$ cat src/rtl/regfile_port_ctrl_if.sv
// Bus bundle for regfile_port_ctrl: operand-read request/response,
// writeback input, and the register-file read/write port.
interface regfile_port_ctrl_if;
    logic        rd_req_valid;
    logic        rd_req_ready;
    logic [2:0]  rd_rs_addr;
    logic [2:0]  rd_rt_addr;

    logic        rsp_valid;
    logic        rsp_ready;
    logic [15:0] rsp_rs_data;
    logic [15:0] rsp_rt_data;

    logic        wb_valid;
    logic        wb_ready;
    logic [2:0]  wb_addr;
    logic [15:0] wb_data;

    logic        rf_write;
    logic [2:0]  rf_rd_addr;
    logic [15:0] rf_data;
    logic [2:0]  rf_rs_addr;
    logic [2:0]  rf_rt_addr;
    logic [15:0] rf_rs_data;
    logic [15:0] rf_rt_data;

    modport slave (
        input  rd_req_valid, rd_rs_addr, rd_rt_addr,
        output rd_req_ready,
        output rsp_valid, rsp_rs_data, rsp_rt_data,
        input  rsp_ready,
        input  wb_valid, wb_addr, wb_data,
        output wb_ready,
        output rf_write, rf_rd_addr, rf_data, rf_rs_addr, rf_rt_addr,
        input  rf_rs_data, rf_rt_data
    );

    modport master (
        output rd_req_valid, rd_rs_addr, rd_rt_addr,
        input  rd_req_ready,
        input  rsp_valid, rsp_rs_data, rsp_rt_data,
        output rsp_ready,
        output wb_valid, wb_addr, wb_data,
        input  wb_ready,
        input  rf_write, rf_rd_addr, rf_data, rf_rs_addr, rf_rt_addr,
        output rf_rs_data, rf_rt_data
    );
endinterface

$ cat src/rtl/regfile_port_ctrl.sv
// Register-file port controller: buffers writebacks in a small FIFO that
// drains through the single write port whenever the read pipeline is not
// using the array, and serves operand reads with a RAW hazard block.
//
// state   | meaning
// IDLE    | waiting for a read request; FIFO may drain
// ISSUE   | read addresses applied, write port held off so the array reads
// CAPTURE | array read data captured into the response registers
// RESP    | response presented until accepted
module regfile_port_ctrl #(
    parameter int WB_DEPTH = 2
) (
    input  logic                clock,
    input  logic                reset_n,
    regfile_port_ctrl_if.slave  bus
);
    localparam int PW = $clog2(WB_DEPTH);
    localparam int CW = PW + 1;

    typedef enum logic [1:0] {IDLE, ISSUE, CAPTURE, RESP} state_t;

    state_t        r_state;
    state_t        w_next_state;

    logic [2:0]    r_wb_addr [WB_DEPTH];
    logic [15:0]   r_wb_data [WB_DEPTH];
    logic [PW-1:0] r_wr_ptr;
    logic [PW-1:0] r_rd_ptr;
    logic [CW-1:0] r_count;

    logic [2:0]    r_rs_addr;
    logic [2:0]    r_rt_addr;
    logic [15:0]   r_rs_data;
    logic [15:0]   r_rt_data;

    logic          w_full;
    logic          w_empty;
    logic          w_push;
    logic          w_pop;
    logic          w_hazard;
    logic          w_rd_accept;
    logic          w_rsp_accept;

    assign w_full       = (r_count == CW'(WB_DEPTH));
    assign w_empty      = (r_count == '0);
    assign w_push       = bus.wb_valid && !w_full;
    // The array is only free for writes outside ISSUE.
    assign w_pop        = !w_empty && (r_state != ISSUE);
    assign w_rd_accept  = bus.rd_req_valid && bus.rd_req_ready;
    assign w_rsp_accept = (r_state == RESP) && bus.rsp_ready;

    assign bus.wb_ready     = !w_full;
    assign bus.rd_req_ready = (r_state == IDLE) && !w_hazard;
    assign bus.rsp_valid    = (r_state == RESP);
    assign bus.rsp_rs_data  = r_rs_data;
    assign bus.rsp_rt_data  = r_rt_data;
    assign bus.rf_rs_addr   = r_rs_addr;
    assign bus.rf_rt_addr   = r_rt_addr;
    assign bus.rf_write     = w_pop;
    assign bus.rf_rd_addr   = w_pop ? r_wb_addr[r_rd_ptr] : 3'd0;
    assign bus.rf_data      = w_pop ? r_wb_data[r_rd_ptr] : 16'd0;

    // RAW check against every buffered entry, the head included even while it pops.
    always_comb begin
        w_hazard = 1'b0;
        for (int i = 0; i < WB_DEPTH; i++) begin
            if (CW'(i) < r_count) begin
                if ((r_wb_addr[r_rd_ptr + PW'(i)] == bus.rd_rs_addr) ||
                    (r_wb_addr[r_rd_ptr + PW'(i)] == bus.rd_rt_addr)) begin
                    w_hazard = 1'b1;
                end
            end
        end
    end

    // FIFO storage; contents are don't-care while outside the occupancy window.
    always_ff @(posedge clock) begin
        if (w_push) begin
            r_wb_addr[r_wr_ptr] <= bus.wb_addr;
            r_wb_data[r_wr_ptr] <= bus.wb_data;
        end
    end

    // FIFO pointers and occupancy.
    always_ff @(posedge clock or negedge reset_n) begin
        if (!reset_n) begin
            r_wr_ptr <= '0;
            r_rd_ptr <= '0;
            r_count  <= '0;
        end else begin
            if (w_push) begin
                r_wr_ptr <= r_wr_ptr + 1'b1;
            end
            if (w_pop) begin
                r_rd_ptr <= r_rd_ptr + 1'b1;
            end
            if (w_push && !w_pop) begin
                r_count <= r_count + 1'b1;
            end else if (!w_push && w_pop) begin
                r_count <= r_count - 1'b1;
            end
        end
    end

    // State register.
    always_ff @(posedge clock or negedge reset_n) begin
        if (!reset_n) begin
            r_state <= IDLE;
        end else begin
            r_state <= w_next_state;
        end
    end

    // Next-state logic.
    always_comb begin
        w_next_state = r_state;
        case (r_state)
            IDLE:    if (w_rd_accept) w_next_state = ISSUE;
            ISSUE:   w_next_state = CAPTURE;
            CAPTURE: w_next_state = RESP;
            RESP:    if (w_rsp_accept) w_next_state = IDLE;
            default: w_next_state = IDLE;
        endcase
    end

    // Latch read addresses on accept and capture array data on leaving CAPTURE.
    always_ff @(posedge clock or negedge reset_n) begin
        if (!reset_n) begin
            r_rs_addr <= '0;
            r_rt_addr <= '0;
            r_rs_data <= '0;
            r_rt_data <= '0;
        end else begin
            if (w_rd_accept) begin
                r_rs_addr <= bus.rd_rs_addr;
                r_rt_addr <= bus.rd_rt_addr;
            end
            if (r_state == CAPTURE) begin
                r_rs_data <= bus.rf_rs_data;
                r_rt_data <= bus.rf_rt_data;
            end
        end
    end
endmodule

$ cat src/flat_wrapper.sv
// flat-port wrapper written by rule: the top's interface ports become plain ports
module regfile_port_ctrl_flat 
#(
    parameter int WB_DEPTH = 2
)
  (clock, reset_n, bus_rd_req_valid, bus_rd_rs_addr, bus_rd_rt_addr, bus_rd_req_ready, bus_rsp_valid, bus_rsp_rs_data, bus_rsp_rt_data, bus_rsp_ready, bus_wb_valid, bus_wb_addr, bus_wb_data, bus_wb_ready, bus_rf_write, bus_rf_rd_addr, bus_rf_data, bus_rf_rs_addr, bus_rf_rt_addr, bus_rf_rs_data, bus_rf_rt_data);
  regfile_port_ctrl_if bus_i ();
  input  logic clock;
  input  logic reset_n;
  input wire logic [$bits(bus_i.rd_req_valid)-1:0] bus_rd_req_valid;
  input wire logic [$bits(bus_i.rd_rs_addr)-1:0] bus_rd_rs_addr;
  input wire logic [$bits(bus_i.rd_rt_addr)-1:0] bus_rd_rt_addr;
  output wire logic [$bits(bus_i.rd_req_ready)-1:0] bus_rd_req_ready;
  output wire logic [$bits(bus_i.rsp_valid)-1:0] bus_rsp_valid;
  output wire logic [$bits(bus_i.rsp_rs_data)-1:0] bus_rsp_rs_data;
  output wire logic [$bits(bus_i.rsp_rt_data)-1:0] bus_rsp_rt_data;
  input wire logic [$bits(bus_i.rsp_ready)-1:0] bus_rsp_ready;
  input wire logic [$bits(bus_i.wb_valid)-1:0] bus_wb_valid;
  input wire logic [$bits(bus_i.wb_addr)-1:0] bus_wb_addr;
  input wire logic [$bits(bus_i.wb_data)-1:0] bus_wb_data;
  output wire logic [$bits(bus_i.wb_ready)-1:0] bus_wb_ready;
  output wire logic [$bits(bus_i.rf_write)-1:0] bus_rf_write;
  output wire logic [$bits(bus_i.rf_rd_addr)-1:0] bus_rf_rd_addr;
  output wire logic [$bits(bus_i.rf_data)-1:0] bus_rf_data;
  output wire logic [$bits(bus_i.rf_rs_addr)-1:0] bus_rf_rs_addr;
  output wire logic [$bits(bus_i.rf_rt_addr)-1:0] bus_rf_rt_addr;
  input wire logic [$bits(bus_i.rf_rs_data)-1:0] bus_rf_rs_data;
  input wire logic [$bits(bus_i.rf_rt_data)-1:0] bus_rf_rt_data;
  assign bus_i.rd_req_valid = bus_rd_req_valid;
  assign bus_i.rd_rs_addr = bus_rd_rs_addr;
  assign bus_i.rd_rt_addr = bus_rd_rt_addr;
  assign bus_rd_req_ready = bus_i.rd_req_ready;
  assign bus_rsp_valid = bus_i.rsp_valid;
  assign bus_rsp_rs_data = bus_i.rsp_rs_data;
  assign bus_rsp_rt_data = bus_i.rsp_rt_data;
  assign bus_i.rsp_ready = bus_rsp_ready;
  assign bus_i.wb_valid = bus_wb_valid;
  assign bus_i.wb_addr = bus_wb_addr;
  assign bus_i.wb_data = bus_wb_data;
  assign bus_wb_ready = bus_i.wb_ready;
  assign bus_rf_write = bus_i.rf_write;
  assign bus_rf_rd_addr = bus_i.rf_rd_addr;
  assign bus_rf_data = bus_i.rf_data;
  assign bus_rf_rs_addr = bus_i.rf_rs_addr;
  assign bus_rf_rt_addr = bus_i.rf_rt_addr;
  assign bus_i.rf_rs_data = bus_rf_rs_data;
  assign bus_i.rf_rt_data = bus_rf_rt_data;
  regfile_port_ctrl #(.WB_DEPTH(WB_DEPTH)) u_core (.clock(clock), .reset_n(reset_n), .bus(bus_i));
endmodule
$ cat config.mk
export PLATFORM = sky130hd
export DESIGN_NAME = regfile_port_ctrl_flat
export DESIGN_NICKNAME = d
export VERILOG_FILES = /design/src/rtl/regfile_port_ctrl_if.sv /design/src/rtl/regfile_port_ctrl.sv /design/src/flat_wrapper.sv
export SDC_FILE = /design/constraint.sdc
export NUM_CORES = 1
export LEC_CHECK = 0
export CAP_MARGIN = 40
export CORE_ASPECT_RATIO = 1.5
export CORE_MARGIN = 4
export CORE_UTILIZATION = 25
export DETAILED_ROUTE_END_ITERATION = 10
export PLACE_DENSITY = 0.6
export SYNTH_ARGS = -nofsm -noshare
export SYNTH_HDL_FRONTEND = slang
export SYNTH_SLANG_ARGS = --single-unit
export TNS_END_PERCENT = 20
$ cat constraint.sdc
create_clock -name clock -period 3 [get_ports clock]
set_clock_uncertainty 0.05 [all_clocks]
set_input_delay 0.45 -clock clock [delete_from_list [all_inputs] [get_ports clock]]
set_output_delay 0.45 -clock clock [all_outputs]
set_load 0.005 [all_outputs]
==> results.json, run 1 <==
{
  "status": "complete, no violations",
  "cts_tree": "built",
  "clock-sinks": 82,
  "start_util_pct": 25.8,
  "grtUsageTotal_pct": 11.1,
  "synth-simple-area-share_pct": 5.78,
  "num_antenna_cells": 0,
  "final_cell_mix": "clkdlybuf4s50_1, dfrtp_1, mux2_2, edfxtp_1, nor2_1",
  "antenna_found_initial": 0,
  "fin_crit_ns": 2.87,
  "area_delta_synth_final_pct": 50.2,
  "crit_slowest_cell": "clkdlybuf4s50_1",
  "drc_errors": 0,
  "vias": 2318,
  "overflow": 0,
  "muxShareOfSynthArea_pct": 19.2,
  "grt_pass1_vias": 2553,
  "grt_pass1_wl_um": 13800,
  "ys_ff_latch": 82,
  "fin_tns_setup_ns": 0,
  "cp_data_required_time_ns": 2.50,
  "worst_slew_pin_slew_ns": 0.482,
  "maxCapViolCount": 0,
  "cts_buffers": 9,
  "root_buffer": "clkbuf_16",
  "portBuffers": 122,
  "die_y_um": 153,
  "drive_gt1_share_pct": 19.2,
  "setup_viol": 0,
  "yosysUniqueCellTypes": 27,
  "p_per_area_nw_per_um2": 1050,
  "nFillCells": 1300,
  "io_pins": 123,
  "yosys_warnings": 0,
  "crit_path_max_incr_delay_ns": 0.50,
  "cp-start-kind": "flop",
  "max_slew_margin_pct": 67.8,
  "fp.dieArea_um2": 16000,
  "yosysTopAreaCell": "edfxtp_1",
  "syn_inst": 232,
  "synth_nets": 303,
  "drt_iter0_markers": 77,
  "ys_seq_area_share_pct": 64.0,
  "synth_compound_area_share_pct": 1.32,
  "period_share_pct": 95.8,
  "clk_latency_ns": 0.32,
  "mostFrequentLayoutCell": "clkdlybuf4s50_1",
  "dp_hpwl_um": 6560,
  "path_clk_slew_ns": 0.06,
  "detail_route.wirelength_um": 8820,
  "syn_area_um2": 3500,
  "synth.avg_cell_area_um2": 15.1,
  "crit_path_end_kind": "output pin",
  "ir_drop_uv": 332,
  "arrival_ns": 2.37,
  "fin_nets": 435,
  "yosys.area_share.adder_pct": 3.21,
  "htreeDepth": 3,
  "maxSlewViolCount": 0,
  "cp_num_buf_inv": 2,
  "ant_nets": 0,
  "synth_top_family_by_area": "multiplexers",
  "fmax_ghz": 0.348,
  "hold_viol": 0,
  "dr.pass1.iters": 4,
  "clockBufferDepth": 2,
  "wl_per_cell_um": 16.6,
  "rows": 52,
  "core_um2": 13600,
  "synth.area.top_cells": "edfxtp_1, dfrtp_1, mux2_2, mux2i_1, xnor2_1",
  "viasPerCell": 4.37,
  "path_cells": "buf_4 -> mux2i_2 -> xnor2_1 -> nor4_2 -> nor2_1 -> and3_1 -> clkdlybuf4s50_1",
  "power.leakage_nw": 2.03,
  "critPathMaxFanout": 5,
  "fin_util_pct": 38.7,
  "synth_top_cell_area_share_pct": 32.6,
  "crit_family": "buffers and inverters",
  "crit_type": "flop to output pin",
  "hp-class": "flop to flop",
  "place_congestion": 0.704,
  "die_w_um": 105,
  "grt_max_degree": 29,
  "synthXorXnorAreaFrac_pct": 4.00
}
-- synth_stat cells, drive strengths merged --
master / number
a21oi: 2
or2: 1
dfrtp: 44
nand2b: 3
nand3: 2
and3: 3
o311a: 1
nor2b: 2
inv: 7
nor2: 22
and2: 2
nand4: 1
clkbuf: 8
o21ai: 1
a31oi: 2
xor2: 2
nand2: 1
mux2: 38
nor4: 4
edfxtp: 38
xnor2: 14
buf: 2
o311ai: 1
mux2i: 22
ha: 9
-- layer usage --
layer / vias up / GRT usage (%) / share of wire (%)
met2: 54 / 20.5 / 56
met4: 0 / 5.32 / 2.4
met3: 13 / 2.62 / 4.6
met5: - / 0 / 0
met1: 1165 / 11.7 / 37
li1: 1086 / - / -
-- sequential cells by signal, indices dropped and copies added, names as in the netlist --
signal,cells
u_core.r_state,2
u_core.r_wr_ptr,1
u_core.r_count,2
u_core.r_wb_addr,6
u_core.bus.rsp_rt_data,16
u_core.r_wb_data,32
u_core.bus.rsp_rs_data,16
u_core.r_rd_ptr,1
u_core.bus.rf_rs_addr,3
u_core.bus.rf_rt_addr,3
-- area by class of cell --
class                   instances  area [um2]  area share, %
flip-flops and latches         82        2240           42.6
repair buffers                131        1300           24.7
multi-input cells             133        1210           22.9
clock buffers                  10         229           4.35
well taps                     162         203           3.85
clock inverters                 6        57.6           1.09
inverters                       7        26.3          0.499
-- worst paths after layout --
path	startpoint	to	slack [ns]	cells after the start
max	u_core.r_rd_ptr$_DFFE_PN0P_	bus_rd_req_ready	0.13	7
min	u_core.r_wr_ptr$_DFFE_PN0P_	u_core.r_wr_ptr$_DFFE_PN0P_	0.45	1
max reg2reg	u_core.r_rd_ptr$_DFFE_PN0P_	u_core.bus.rf_rt_addr[0]$_DFFE_PN0P_	0.85	7
min reg2reg	u_core.r_wr_ptr$_DFFE_PN0P_	u_core.r_wr_ptr$_DFFE_PN0P_	0.45	1
max in group asynchronous	reset_n	u_core.r_rd_ptr$_DFFE_PN0P_	1.82	3
min in group asynchronous	reset_n	u_core.bus.rsp_rt_data[11]$_DFFE_PN0P_	0.55	2
-- where the power goes --
part	switching [W]	internal (W)	total, W
combinational	0.00106	0.00158	0.00264
clock	0.000424	0.000638	0.00106
sequential	0.000209	0.00164	0.00185
-- metrics by stage --
step | power, W | area (um2) | instances | hold WS [ns] | setup WS, ns
floorplan | 0.00316 | 3500 | 232 | 0.104 | 0.784
global placement | 0.00444 | 4890 | 510 | 0.440 | 0.295
detailed placement | 0.00449 | 4910 | 511 | 0.361 | 0.236
CTS | 0.00560 | 5210 | 528 | 0.453 | 0.0188
global route | 0.00593 | 5270 | 531 | 0.476 | -0.00211
finish | 0.00555 | 5270 | 531 | 0.451 | 0.127
-- kinds of logic (layout without fill, tap and decap cells) --
kind of cell	Yosys count	count (layout)
buffers and inverters	17	154
adder cells (fa/ha/maj)	9	9
AND/OR/NAND/NOR	41	41
multiplexers	60	60
AO/OA/AOI/OAI	7	7
flip-flops	82	82
XOR/XNOR	16	16
-- what timing repair did --
action | CTS | global route
resized for setup | 1 | 6
endpoints found under the setup margin | 1 | 1
hold buffers | 1 | 0
cloned | 0 | 0
hold endpoints to repair | 2 | 0
buffers inserted | 0 | 3
(Power assumes the default switching activity.)
==> run 2, diff against run 1 <==
PLACE_DENSITY = default   (was 0.6)
PLACE_DENSITY_LB_ADDON = 0.1   (was default)
==> results.json, run 2 (synthesis results as in run 1) <==
{
  "mostFrequentLayoutCell": "clkdlybuf4s50_1",
  "root_buffer": "clkbuf_16",
  "vias": 2309,
  "drive_gt1_share_pct": 18.7,
  "overflow": 0,
  "multi_input_comb_area_um2": 1180,
  "portBuffers": 122,
  "fmax_ghz": 0.348,
  "finalPower_w": 0.00551,
  "ant_nets": 0,
  "power.leakage_nw": 2.04,
  "start_util_pct": 25.8,
  "largest_register_ffs": 32,
  "fin_crit_ns": 2.87,
  "ff_latch_area_um2": 2240,
  "wl_per_cell_um": 15.3,
  "place_ws_ns": 0.239,
  "clk_latency_ns": 0.33,
  "clock-sinks": 82,
  "antenna_found_initial": 0,
  "path_cells": "buf_4 -> mux2i_4 -> xnor2_1 -> nor4_1 -> nor2_1 -> and3_1 -> clkdlybuf4s50_1",
  "maxSlewViolCount": 0,
  "drc_errors": 0,
  "cp_data_required_time_ns": 2.50,
  "core_um2": 13600,
  "viasPerCell": 4.35,
  "fin_nets": 435,
  "grt_max_degree": 34,
  "crit_type": "flop to output pin",
  "die_y_um": 153,
  "grt_pass1_wl_um": 12900,
  "fp.dieArea_um2": 16000,
  "cp-start-kind": "flop",
  "crit_family": "buffers and inverters",
  "critPathMaxFanout": 6,
  "p_per_area_nw_per_um2": 1050,
  "rows": 52,
  "htreeDepth": 3,
  "clockBufferDepth": 2,
  "io_pins": 123,
  "worst_slew_pin_slew_ns": 0.508,
  "hold_viol": 0,
  "place_congestion": 0.656,
  "area_delta_synth_final_pct": 49.8,
  "detail_route.wirelength_um": 8120,
  "maxCapViolCount": 0,
  "dp_hpwl_um": 5940,
  "cts_tree": "built",
  "num_antenna_cells": 0,
  "grtUsageTotal_pct": 10.3,
  "ir_drop_uv": 342,
  "dr.pass1.iters": 4,
  "status": "complete, no violations",
  "crit_slowest_cell": "clkdlybuf4s50_1",
  "cts_buffers": 9,
  "setup_viol": 0,
  "nFillCells": 1320,
  "finalWorstSetupSlack_ns": 0.130,
  "path_clk_slew_ns": 0.06,
  "grt_pass1_vias": 2495,
  "final_cell_mix": "clkdlybuf4s50_1, dfrtp_1, mux2_2, edfxtp_1, nor2_1",
  "crit_path_max_incr_delay_ns": 0.50,
  "period_share_pct": 95.7,
  "cp_num_buf_inv": 2,
  "drt_iter0_markers": 46,
  "crit_path_end_kind": "output pin",
  "max_slew_margin_pct": 66.1,
  "top_register": "u_core.r_wb_data",
  "arrival_ns": 2.37,
  "die_w_um": 105,
  "hp-class": "flop to flop"
}
==> run 2: area by class of cell <==
class	count	share of cell area, %
repair buffers	131	24.7
clock inverters	6	1.29
clock buffers	10	4.36
flip-flops and latches	82	42.7
inverters	7	0.501
well taps	162	3.86
multi-input cells	133	22.5
==> run 2: metal layers <==
metal	vias to the layer above	GRT usage, %	wire [um]
met4	0	4.50	136
met1	1104	10.8	3190
met3	12	4.09	688
met5	-	0	0
li1	1091	-	-
met2	102	18.0	4100
==> run 2: report_power, final <==
part | internal (W) | switching, W
Sequential | 0.00164 | 0.000217
Clock | 0.000646 | 0.000440
Combinational | 0.00155 | 0.00101
==> run 2: what timing repair did <==
item | 4_1_cts | 5_1_grt
setup buffers | 0 | 2
hold buffers | 1 | 0
hold endpoints to repair | 13 | 0
setup endpoints to repair | 1 | 1
pin swaps | 1 | 2
resized for setup | 2 | 0
==> run 2: path summary, 6_finish.rpt <==
kind	from	depth (start not counted)	endpoint	slack, ns
setup / recovery	u_core.r_rd_ptr$_DFFE_PN0P_	7	bus_rd_req_ready	0.13
hold / removal	u_core.r_wr_ptr$_DFFE_PN0P_	1	u_core.r_wr_ptr$_DFFE_PN0P_	0.45
setup reg to reg	u_core.r_rd_ptr$_DFFE_PN0P_	8	u_core.r_state[1]$_DFFE_PN0P_	0.84
hold reg to reg	u_core.r_wr_ptr$_DFFE_PN0P_	1	u_core.r_wr_ptr$_DFFE_PN0P_	0.45
max in group asynchronous	reset_n	3	u_core.r_rd_ptr$_DFFE_PN0P_	1.92
min in group asynchronous	reset_n	2	u_core.bus.rsp_rs_data[11]$_DFFE_PN0P_	0.49
==> run 2: through the flow <==
| stage | util (%) | instances | hold WS [ns] | TNS, ns | instance area (um2) |
|---|---|---|---|---|---|
| after CTS | 38.5 | 529 | 0.454 | 0 | 5230 |
| after global placement | 36.1 | 511 | 0.438 | 0 | 4900 |
| after floorplan | - | 232 | 0.104 | 0 | 3500 |
| final | 38.6 | 531 | 0.452 | 0 | 5250 |
| after global routing | 38.6 | 531 | 0.471 | -0.000534 | 5250 |
| after detailed placement | 36.2 | 512 | 0.328 | 0 | 4920 |
==> run 2: worst reg2reg max path, delay by kind of cell, from the launching register on <==
kind / cells / cell delay [ns]
AND/OR/NAND/NOR: 3 / 0.55
flip-flops: 1 / 0.46
buffers and inverters: 2 / 0.34
AO/OA/AOI/OAI: 1 / 0.30
multiplexers: 1 / 0.19
XOR/XNOR: 1 / 0.14
==> run 3, diff against run 2 <==
CTS_CLUSTER_DIAMETER = 100   (was default)
SLEW_MARGIN = 30   (was default)
==> results.json, run 3 (synthesis results as in run 1) <==
{
  "cts_tree": "built",
  "p_per_area_nw_per_um2": 1040,
  "area_delta_synth_final_pct": 48.3,
  "clock-sinks": 82,
  "maxCapViolCount": 0,
  "hp-class": "input pin to async pin",
  "root_buffer": "clkbuf_16",
  "drive_gt1_share_pct": 18.9,
  "rows": 52,
  "hold_viol": 0,
  "power_frac_seq_pct": 34.3,
  "wl_per_cell_um": 15.3,
  "setup_viol": 0,
  "maxSlewViolCount": 0,
  "grt_max_degree": 45,
  "portBuffers": 122,
  "fin_nets": 432,
  "viasPerCell": 4.37,
  "htreeDepth": 3,
  "ant_nets": 0,
  "r2r_slack_ns": 0.85,
  "p_clk_share_pct": 18.5,
  "nFillCells": 1334,
  "io_pins": 123,
  "power.leakage_nw": 2.01,
  "grtUsageTotal_pct": 10.3,
  "numPlacedInstances": 511,
  "fin_tns_setup_ns": 0,
  "final_cell_mix": "clkdlybuf4s50_1, dfrtp_1, mux2_2, edfxtp_1, nor2_1",
  "crit_path_end_kind": "output pin",
  "drt_iter0_markers": 33,
  "drc_errors": 0,
  "antenna_found_initial": 0,
  "rsz0062_at_grt": "no",
  "dp_hpwl_um": 5940,
  "crit_family": "buffers and inverters",
  "die_y_um": 153,
  "fin_crit_ns": 2.85,
  "dr.pass1.iters": 4,
  "top_register": "u_core.r_wb_data",
  "grt_pass1_wl_um": 13100,
  "cp-start-kind": "flop",
  "overflow": 0,
  "holdBufCountCts": 0,
  "power_frac_comb_pct": 47.2,
  "worst_slew_pin_slew_ns": 0.581,
  "mostFrequentLayoutCell": "clkdlybuf4s50_1",
  "switching_share_pct": 30.8,
  "critPathMaxFanout": 6,
  "start_util_pct": 25.8,
  "fmax_ghz": 0.351,
  "clockBufferDepth": 2,
  "power_switching_w": 0.00166,
  "crit_slowest_cell": "clkdlybuf4s50_1",
  "period_share_pct": 95.0,
  "detail_route.wirelength_um": 8080,
  "cp_data_required_time_ns": 2.50,
  "place_ws_ns": 0.206,
  "finalNonFillerCells": 528,
  "finalWorstSetupSlack_ns": 0.151,
  "arrival_ns": 2.35,
  "largest_register_ffs": 32,
  "core_um2": 13600,
  "vias": 2307,
  "crit_path_max_incr_delay_ns": 0.50,
  "path_cells": "buf_4 -> mux2i_4 -> xnor2_1 -> nor4_2 -> nor2_2 -> and3_1 -> clkdlybuf4s50_1",
  "status": "complete, no violations",
  "ir_drop_uv": 337,
  "max_slew_margin_pct": 61.3,
  "die_w_um": 105,
  "place_congestion": 0.656,
  "clk_latency_ns": 0.33,
  "num_antenna_cells": 0,
  "path_clk_slew_ns": 0.06,
  "fp.dieArea_um2": 16000,
  "cp_num_buf_inv": 2,
  "finalPower_w": 0.00541,
  "cts_buffers": 9,
  "crit_type": "flop to output pin",
  "p_int_w": 0.00374,
  "grt_pass1_vias": 2536
}
## run 3: cell types whose count changed in the layout (fill, tap and decap cells not counted)
| cell | before | now |
|---|---|---|
| buf_12 | 1 | 0 |
| nor2_1 | 22 | 21 |
| clkinv_1 | 0 | 1 |
| nor2_2 | 0 | 1 |
| dlygate4sd3_1 | 1 | 0 |
| clkinv_2 | 1 | 2 |
| clkbuf_1 | 1 | 0 |
| buf_2 | 1 | 0 |
| nor4_2 | 0 | 1 |
| nor4_1 | 4 | 3 |
| bufinv_16 | 1 | 0 |
## run 3: power by group through the flow
stage / combinational (W) / sequential, W / clock, W
after floorplan: 0.00131 / 0.00186 / 0
after detailed placement: 0.00259 / 0.00187 / 0
after global placement: 0.00258 / 0.00186 / 0
after CTS: 0.00261 / 0.00186 / 0.00105
after global routing: 0.00280 / 0.00191 / 0.00108
final: 0.00255 / 0.00186 / 0.00100
## run 3: timing repair
| action | 4_1_cts | 5_1_grt |
|---|---|---|
| setup buffers | 0 | 1 |
| pin swaps | 0 | 1 |
| endpoints found under the setup margin | 1 | 1 |
| resized for setup | 1 | 3 |
## run 3: layout make-up
class	count	area [um2]	area share (%)
Inverter	7	26.3	0.506
Clock inverter	7	46.3	0.891
Clock buffer	9	225	4.33
Tap cell	162	203	3.90
Timing Repair Buffer	128	1260	24.3
Sequential cell	82	2240	43.2
Multi-Input combinational cell	133	1190	22.9
## run 3: routing by layer
layer | up-vias | track usage (%) | share of wire [%]
li1 | 1085 | - | -
met1 | 1130 | 11.5 | 41
met2 | 84 | 17.7 | 50
met3 | 8 | 4.05 | 7.5
met4 | 0 | 3.75 | 1.4
met5 | - | 0 | 0
## run 3: worst paths after layout
| path | from | to | cells past startpoint |
|---|---|---|---|
| setup / recovery | u_core.r_rd_ptr$_DFFE_PN0P_ | bus_rd_req_ready | 7 |
| hold / removal | reset_n | u_core.bus.rsp_rs_data[8]$_DFFE_PN0P_ | 1 |
| setup reg to reg | u_core.r_rd_ptr$_DFFE_PN0P_ | u_core.bus.rf_rt_addr[0]$_DFFE_PN0P_ | 8 |
| hold reg to reg | u_core.r_wr_ptr$_DFFE_PN0P_ | u_core.r_wr_ptr$_DFFE_PN0P_ | 1 |
| max in group asynchronous | reset_n | u_core.r_rd_ptr$_DFFE_PN0P_ | 1 |
| min in group clock | u_core.r_wr_ptr$_DFFE_PN0P_ | u_core.r_wr_ptr$_DFFE_PN0P_ | 1 |
## run 3: through the flow
step	hold slack (ns)	utilization [%]	instance area, um2
finish	0.0742	38.2	5200
global route	0.127	38.2	5200
CTS	0.0974	38.1	5180
detailed placement	0.443	36.1	4900
global placement	0.438	36.1	4900
floorplan	0.104	-	3500
